$ cat config.mk
export PLATFORM = sky130hd
export DESIGN_NAME = power_frame_accumulator
export DESIGN_NICKNAME = d
export VERILOG_FILES = /design/src/rtl/power_frame_accumulator.sv
export SDC_FILE = /design/constraint.sdc
export NUM_CORES = 1
export LEC_CHECK = 0
export ABC_CLOCK_PERIOD_IN_PS = 2950
export CAP_MARGIN = 10
export CORE_MARGIN = 5
export CORE_UTILIZATION = 50
export DETAILED_ROUTE_END_ITERATION = 8
export GPL_TIMING_DRIVEN = 0
export PLACE_DENSITY = 0.78
export SYNTH_ARGS = -nofsm -noshare
export SYNTH_HDL_FRONTEND = slang
export SYNTH_SLANG_ARGS = --single-unit
$ cat constraint.sdc
create_clock -name clk -period 2.95 [get_ports clk]
set_input_delay 0.4425 -clock clk [delete_from_list [all_inputs] [get_ports clk]]
set_output_delay 0.4425 -clock clk [all_outputs]
set_load 0.02 [all_outputs]
$ cat src/rtl/power_frame_accumulator.sv
// power_frame_accumulator: sums valid-qualified samples into frames of up to FRAME_LEN
// and presents each frame sum through a valid/ready result register with sticky overrun.
module power_frame_accumulator #(
    parameter  int IN_W      = 64,
    parameter  int FRAME_LEN = 16,
    localparam int SUM_W     = IN_W + $clog2(FRAME_LEN),
    localparam int CNT_W     = $clog2(FRAME_LEN + 1)
) (
    input  logic             clk,
    input  logic             reset,
    input  logic             i_valid,
    input  logic [IN_W-1:0]  i_value,
    input  logic             i_last,
    output logic             o_valid,
    input  logic             i_ready,
    output logic [SUM_W-1:0] o_sum,
    output logic [CNT_W-1:0] o_count,
    output logic             o_overrun
);
    logic [SUM_W-1:0] r_acc, r_sum;
    logic [CNT_W-1:0] r_cnt, r_count;
    logic             r_valid, r_overrun;
    logic [SUM_W-1:0] w_acc_n;
    logic [CNT_W-1:0] w_cnt_n;
    logic             w_close;

    assign w_acc_n = r_acc + SUM_W'(i_value);
    assign w_cnt_n = r_cnt + CNT_W'(1);
    assign w_close = i_valid && (i_last || w_cnt_n == CNT_W'(FRAME_LEN));

    // A close restarts the accumulator on the same edge, so back-to-back frames have no bubble
    always_ff @(posedge clk) begin
        if (reset) begin
            r_acc     <= '0;
            r_cnt     <= '0;
            r_sum     <= '0;
            r_count   <= '0;
            r_valid   <= 1'b0;
            r_overrun <= 1'b0;
        end else if (w_close) begin
            r_acc   <= '0;
            r_cnt   <= '0;
            r_sum   <= w_acc_n;
            r_count <= w_cnt_n;
            r_valid <= 1'b1;
            if (r_valid && !i_ready)
                r_overrun <= 1'b1;
        end else begin
            if (i_valid) begin
                r_acc <= w_acc_n;
                r_cnt <= w_cnt_n;
            end
            if (r_valid && i_ready)
                r_valid <= 1'b0;
        end
    end

    assign o_valid   = r_valid;
    assign o_sum     = r_sum;
    assign o_count   = r_count;
    assign o_overrun = r_overrun;
endmodule

==> qor.csv <==
stage,metric,value,unit
critical_path,endpoint_kind,flip-flop,
clock_network,cts_inserted_buffers,17,
pwr,comb_power_share,36.6,%
status,status,"complete, but fails checks",
detailed_routing,ant_nets,0,
global_route,grt_max_degree,18,
die,die-area,22400,sq um
critical_path,path_buf_inv,2,
clock_network,clockBufferDepth,2,
layout,finalNetCount,1571,
detailed_routing,drt-total-wl,36600,microns
placement,place.gp.congestion,0.961,
placement,dp_cells,1630,
placement,port_buffers,141,
pwr,clockPowerShare,31.1,%
global_route,antenna_found_initial,0,
clock_network,cts_root_buffer,clkbuf_16,
layout,diodes,0,
pwr,powerDensity,521,nW/um^2
detailed_routing,vias,10700,
critical_path,worst_setup_path_start_kind,flip-flop,
logic_synthesis,syn_inst,1224,
critical_path,crit_required,3330,ps
critical_path,reg2reg_depth,13,
logic_synthesis,syn_area_per_cell,7.96,sq um
die,fp.dieH,150,microns
logic_synthesis,synth_top_cell_area_share,30.4,%
die,core_area,19300,sq um
logic_synthesis,ys_ff_latch,148,
timing,final.min_clock_period,3120,ps
logic_synthesis,synth_commonest_cells,"159 x nand2_1, 148 x dfxtp_1, 123 x a21oi_1",
layout,final_layout_size_suffix_gt1_share,20.7,%
logic_synthesis,netlist_area,9740,sq um
critical_path,arrival,3500,ps
timing,rsz0062_at_grt,true,
global_route,grt.overflow.total,0,
placement,place_ws,-1080,ps
clock_network,clock_sinks,148,
critical_path,critPathSlowestCell,nor4b_4,
clock_network,htreeDepth,4,
die,io_pins,144,
critical_path,critPathMostFrequentCell,a2111oi_4,
clock_network,ctsHoldBuffers,0,
detailed_routing,via_per_inst,6.22,
logic_synthesis,synthArstFlopShare,0,%
die,std_cell_rows,51,
logic_synthesis,synth_mux_area_share,4.11,%
status,violations,negative setup slack,
logic_synthesis,synth_compound_area_share,25.3,%
layout,final_cells,1713,
detailed_routing,drc,0,
logic_synthesis,yosysSeqAreaShare,30.4,%
pwr,pwr-share-seq,32.3,%
critical_path,critPathMaxFanout,4,
critical_path,regToRegSetupSlack,-170,ps
detailed_routing,drtPass1Iterations,7,
timing,tightestPinTransition,1060,ps
pwr,ir_drop,0.429,mV
logic_synthesis,yosys-top-cells-area,"dfxtp_1 30%, ha_1 8.5%, a21oi_1 6.3%, nand2_1 6.1%, mux2i_1 4.1%",
timing,skew,7.89,ps
clock_network,cts_tree,done,
logic_synthesis,synth_ff_type,dfxtp_1,
critical_path,cp_cell_sequence,ha_4 > fa_2 > a21o_4 > nand4_4 > a211o_1 > a2111oi_4 > buf_4 > nor4b_4 > o31ai_4 > buf_6 > a2111oi_4 > o2111ai_1 > nand3_1,
critical_path,r2r_start,r_acc[0]$_SDFFE_PP0P_,
logic_synthesis,ys_warn_count,0,
logic_synthesis,synthSimpleGateAreaFrac,21.1,%
layout,fill_cells,1496,
layout,area_growth,40.3,%
hold_path,min_path_cells,4,
critical_path,critical_path_class,reg -> reg,
critical_path,path_delay_family,compound AO/OA/AOI/OAI gates,
pwr,switchingPower,2.68,mW
global_route,grt_pass1_vias,10200,
logic_synthesis,synth_edf_count,0,
timing,report.final.slew_viol_count,0,
hold_path,min-delay-start,i_valid,
hold_path,worstHoldEndpoint,r_acc[30]$_SDFFE_PP0P_,
logic_synthesis,synth_top_family_by_area,compound AO/OA/AOI/OAI gates,
run,maxCapViolations,0,
die,start_util,50.4,%
global_route,grtUsageTotal,30.8,%
timing,finalSetupTns,-1430,ps
global_route,grt_pass1_wl,54300,microns
critical_path,slowest_delay,390,ps
die,chipWidth,150,microns
placement,place_hpwl,24500,microns
logic_synthesis,ys_types,84,
pwr,power.internal,4.45,mW
pwr,swShare,37.5,%
pwr,cellLeakagePower,5.67,nW
timing,layout_setup_ws,-171,ps
logic_synthesis,yosys.area_share.adder,8.68,%
hold_path,hold_class,in -> reg,
logic_synthesis,yosysMostFrequentCell,nand2_1,
logic_synthesis,synth_top_area_cell,dfxtp_1,
critical_path,r2r_end,o_sum[60]$_SDFFE_PP0P_,
detailed_routing,first_iter_violations,923,
timing,max_slew_margin,29.1,%
detailed_routing,wl_per_cell,21.4,microns
logic_synthesis,synth_xor_area_share,5.21,%
timing,fmax,0.320,GHz
timing,fin_crit_sh,106,%
timing,finalHoldViolCount,0,
timing,setup_viol,18,
logic_synthesis,synth_fp_nets,1360,
clock_network,clk_latency,440,ps
clock_network,cts.clk_slew.worst_paths,70,ps
==> layer usage <==
| layer | vias to the layer above | track usage, % | share of wire (%) |
|---|---|---|---|
| met5 | - | 0 | 0 |
| met4 | 0 | 14.8 | 4.7 |
| met3 | 140 | 6.15 | 8.7 |
| met2 | 598 | 50.8 | 47 |
| met1 | 5035 | 38.7 | 40 |
| li1 | 4878 | - | - |
==> cell families (layout without fill, tap and decap cells) <==
kind of cell | after synthesis | after routing
multiplexers | 40 | 40
flip-flops | 148 | 148
adder cells (fa/ha/maj) | 67 | 67
XOR/XNOR | 58 | 58
AO/OA/AOI/OAI | 373 | 373
buffers and inverters | 100 | 324
AND/OR/NAND/NOR | 438 | 438
==> flip-flops by register name, indices dropped and copies added, names as in the netlist <==
signal	count
o_sum	68
r_cnt	5
o_count	5
r_acc	68
o_overrun	1
o_valid	1
==> power groups by stage <==
stage                     Combinational (mW)  Sequential, mW  Clock (mW)
after floorplan                         1.31            2.39           0
after global placement                  2.03            2.31           0
after detailed placement                2.05            2.31           0
after CTS                               2.34            2.29        2.20
after global routing                    2.77            2.32        2.31
final                                   2.60            2.30        2.22
==> timing repair <==
| action | 4_1_cts | 5_1_grt |
|---|---|---|
| gates resized for setup | 153 | 124 |
| setup buffers | 39 | 34 |
| setup endpoints to repair | 134 | 131 |
| pin swaps | 67 | 79 |
==> area by class of cell <==
class                   count  area, sq um  area share, %
multi-input cells         976         7340           53.7
flip-flops and latches    148         2980           21.8
repair buffers            210         1990           14.6
clock buffers              17          425           3.11
plain buffers              64          370           2.71
well taps                 265          332           2.43
clock inverters            15          164           1.20
inverters                  18         67.6          0.494
==> worst reg2reg max path, stage by stage, from the launching register on <==
cell	delay, ps
dfxtp_2	340
ha_4	160
fa_2	370
a21o_4	240
nand4_4	70
a211o_1	270
a2111oi_4	110
buf_4	190
nor4b_4	390
o31ai_4	110
buf_6	160
a2111oi_4	400
o2111ai_1	140
nand3_1	110
==> cells in the final DEF (no fill, tap or decap), types with 12 or more instances in the layout <==
master	instances
o21ai_1	13
buf_4	66
dfxtp_2	12
clkbuf_2	13
ha_4	38
nand3_1	59
dfxtp_1	136
clkdlybuf4s50_1	105
and3_1	17
a211oi_1	12
a21oi_1	99
xor2_1	25
clkbuf_16	17
clkbuf_1	29
mux2i_1	40
inv_1	18
nor3_1	18
a21oi_2	22
nand4_1	23
o21ai_0	59
a21o_1	35
dlymetal6s2s_1	25
nor2_1	98
nand2_1	150
xnor2_1	30
ha_1	28
==> worst max path at each step <==
stage                                from                     end  slack [ps]  cells past startpoint
floorplan                     i_value[28]  r_acc[61]$_SDFFE_PP0P_          30                     11
detailed placement             i_value[6]  o_sum[59]$_SDFFE_PP0P_       -1080                     12
finish              r_acc[0]$_SDFFE_PP0P_  o_sum[60]$_SDFFE_PP0P_        -170                     13
global placement               i_value[6]  o_sum[59]$_SDFFE_PP0P_       -1070                     12
CTS                           i_value[43]  r_acc[65]$_SDFFE_PP0P_           3                     12
global route        r_acc[0]$_SDFFE_PP0P_  r_acc[48]$_SDFFE_PP0P_        -240                     13
==> through the flow <==
step                total power, mW  cell area (sq um)  hold WS [ps]  util, %
finish                         7.12              13700           419     70.7
detailed placement             4.37              11500           447     59.4
global route                   7.40              13700           453     70.7
CTS                            6.83              13000           403     67.4
global placement               4.34              11500           442     59.4
floorplan                      3.70               9740           449        -
Note: power is estimated with default switching activity, not from simulation.
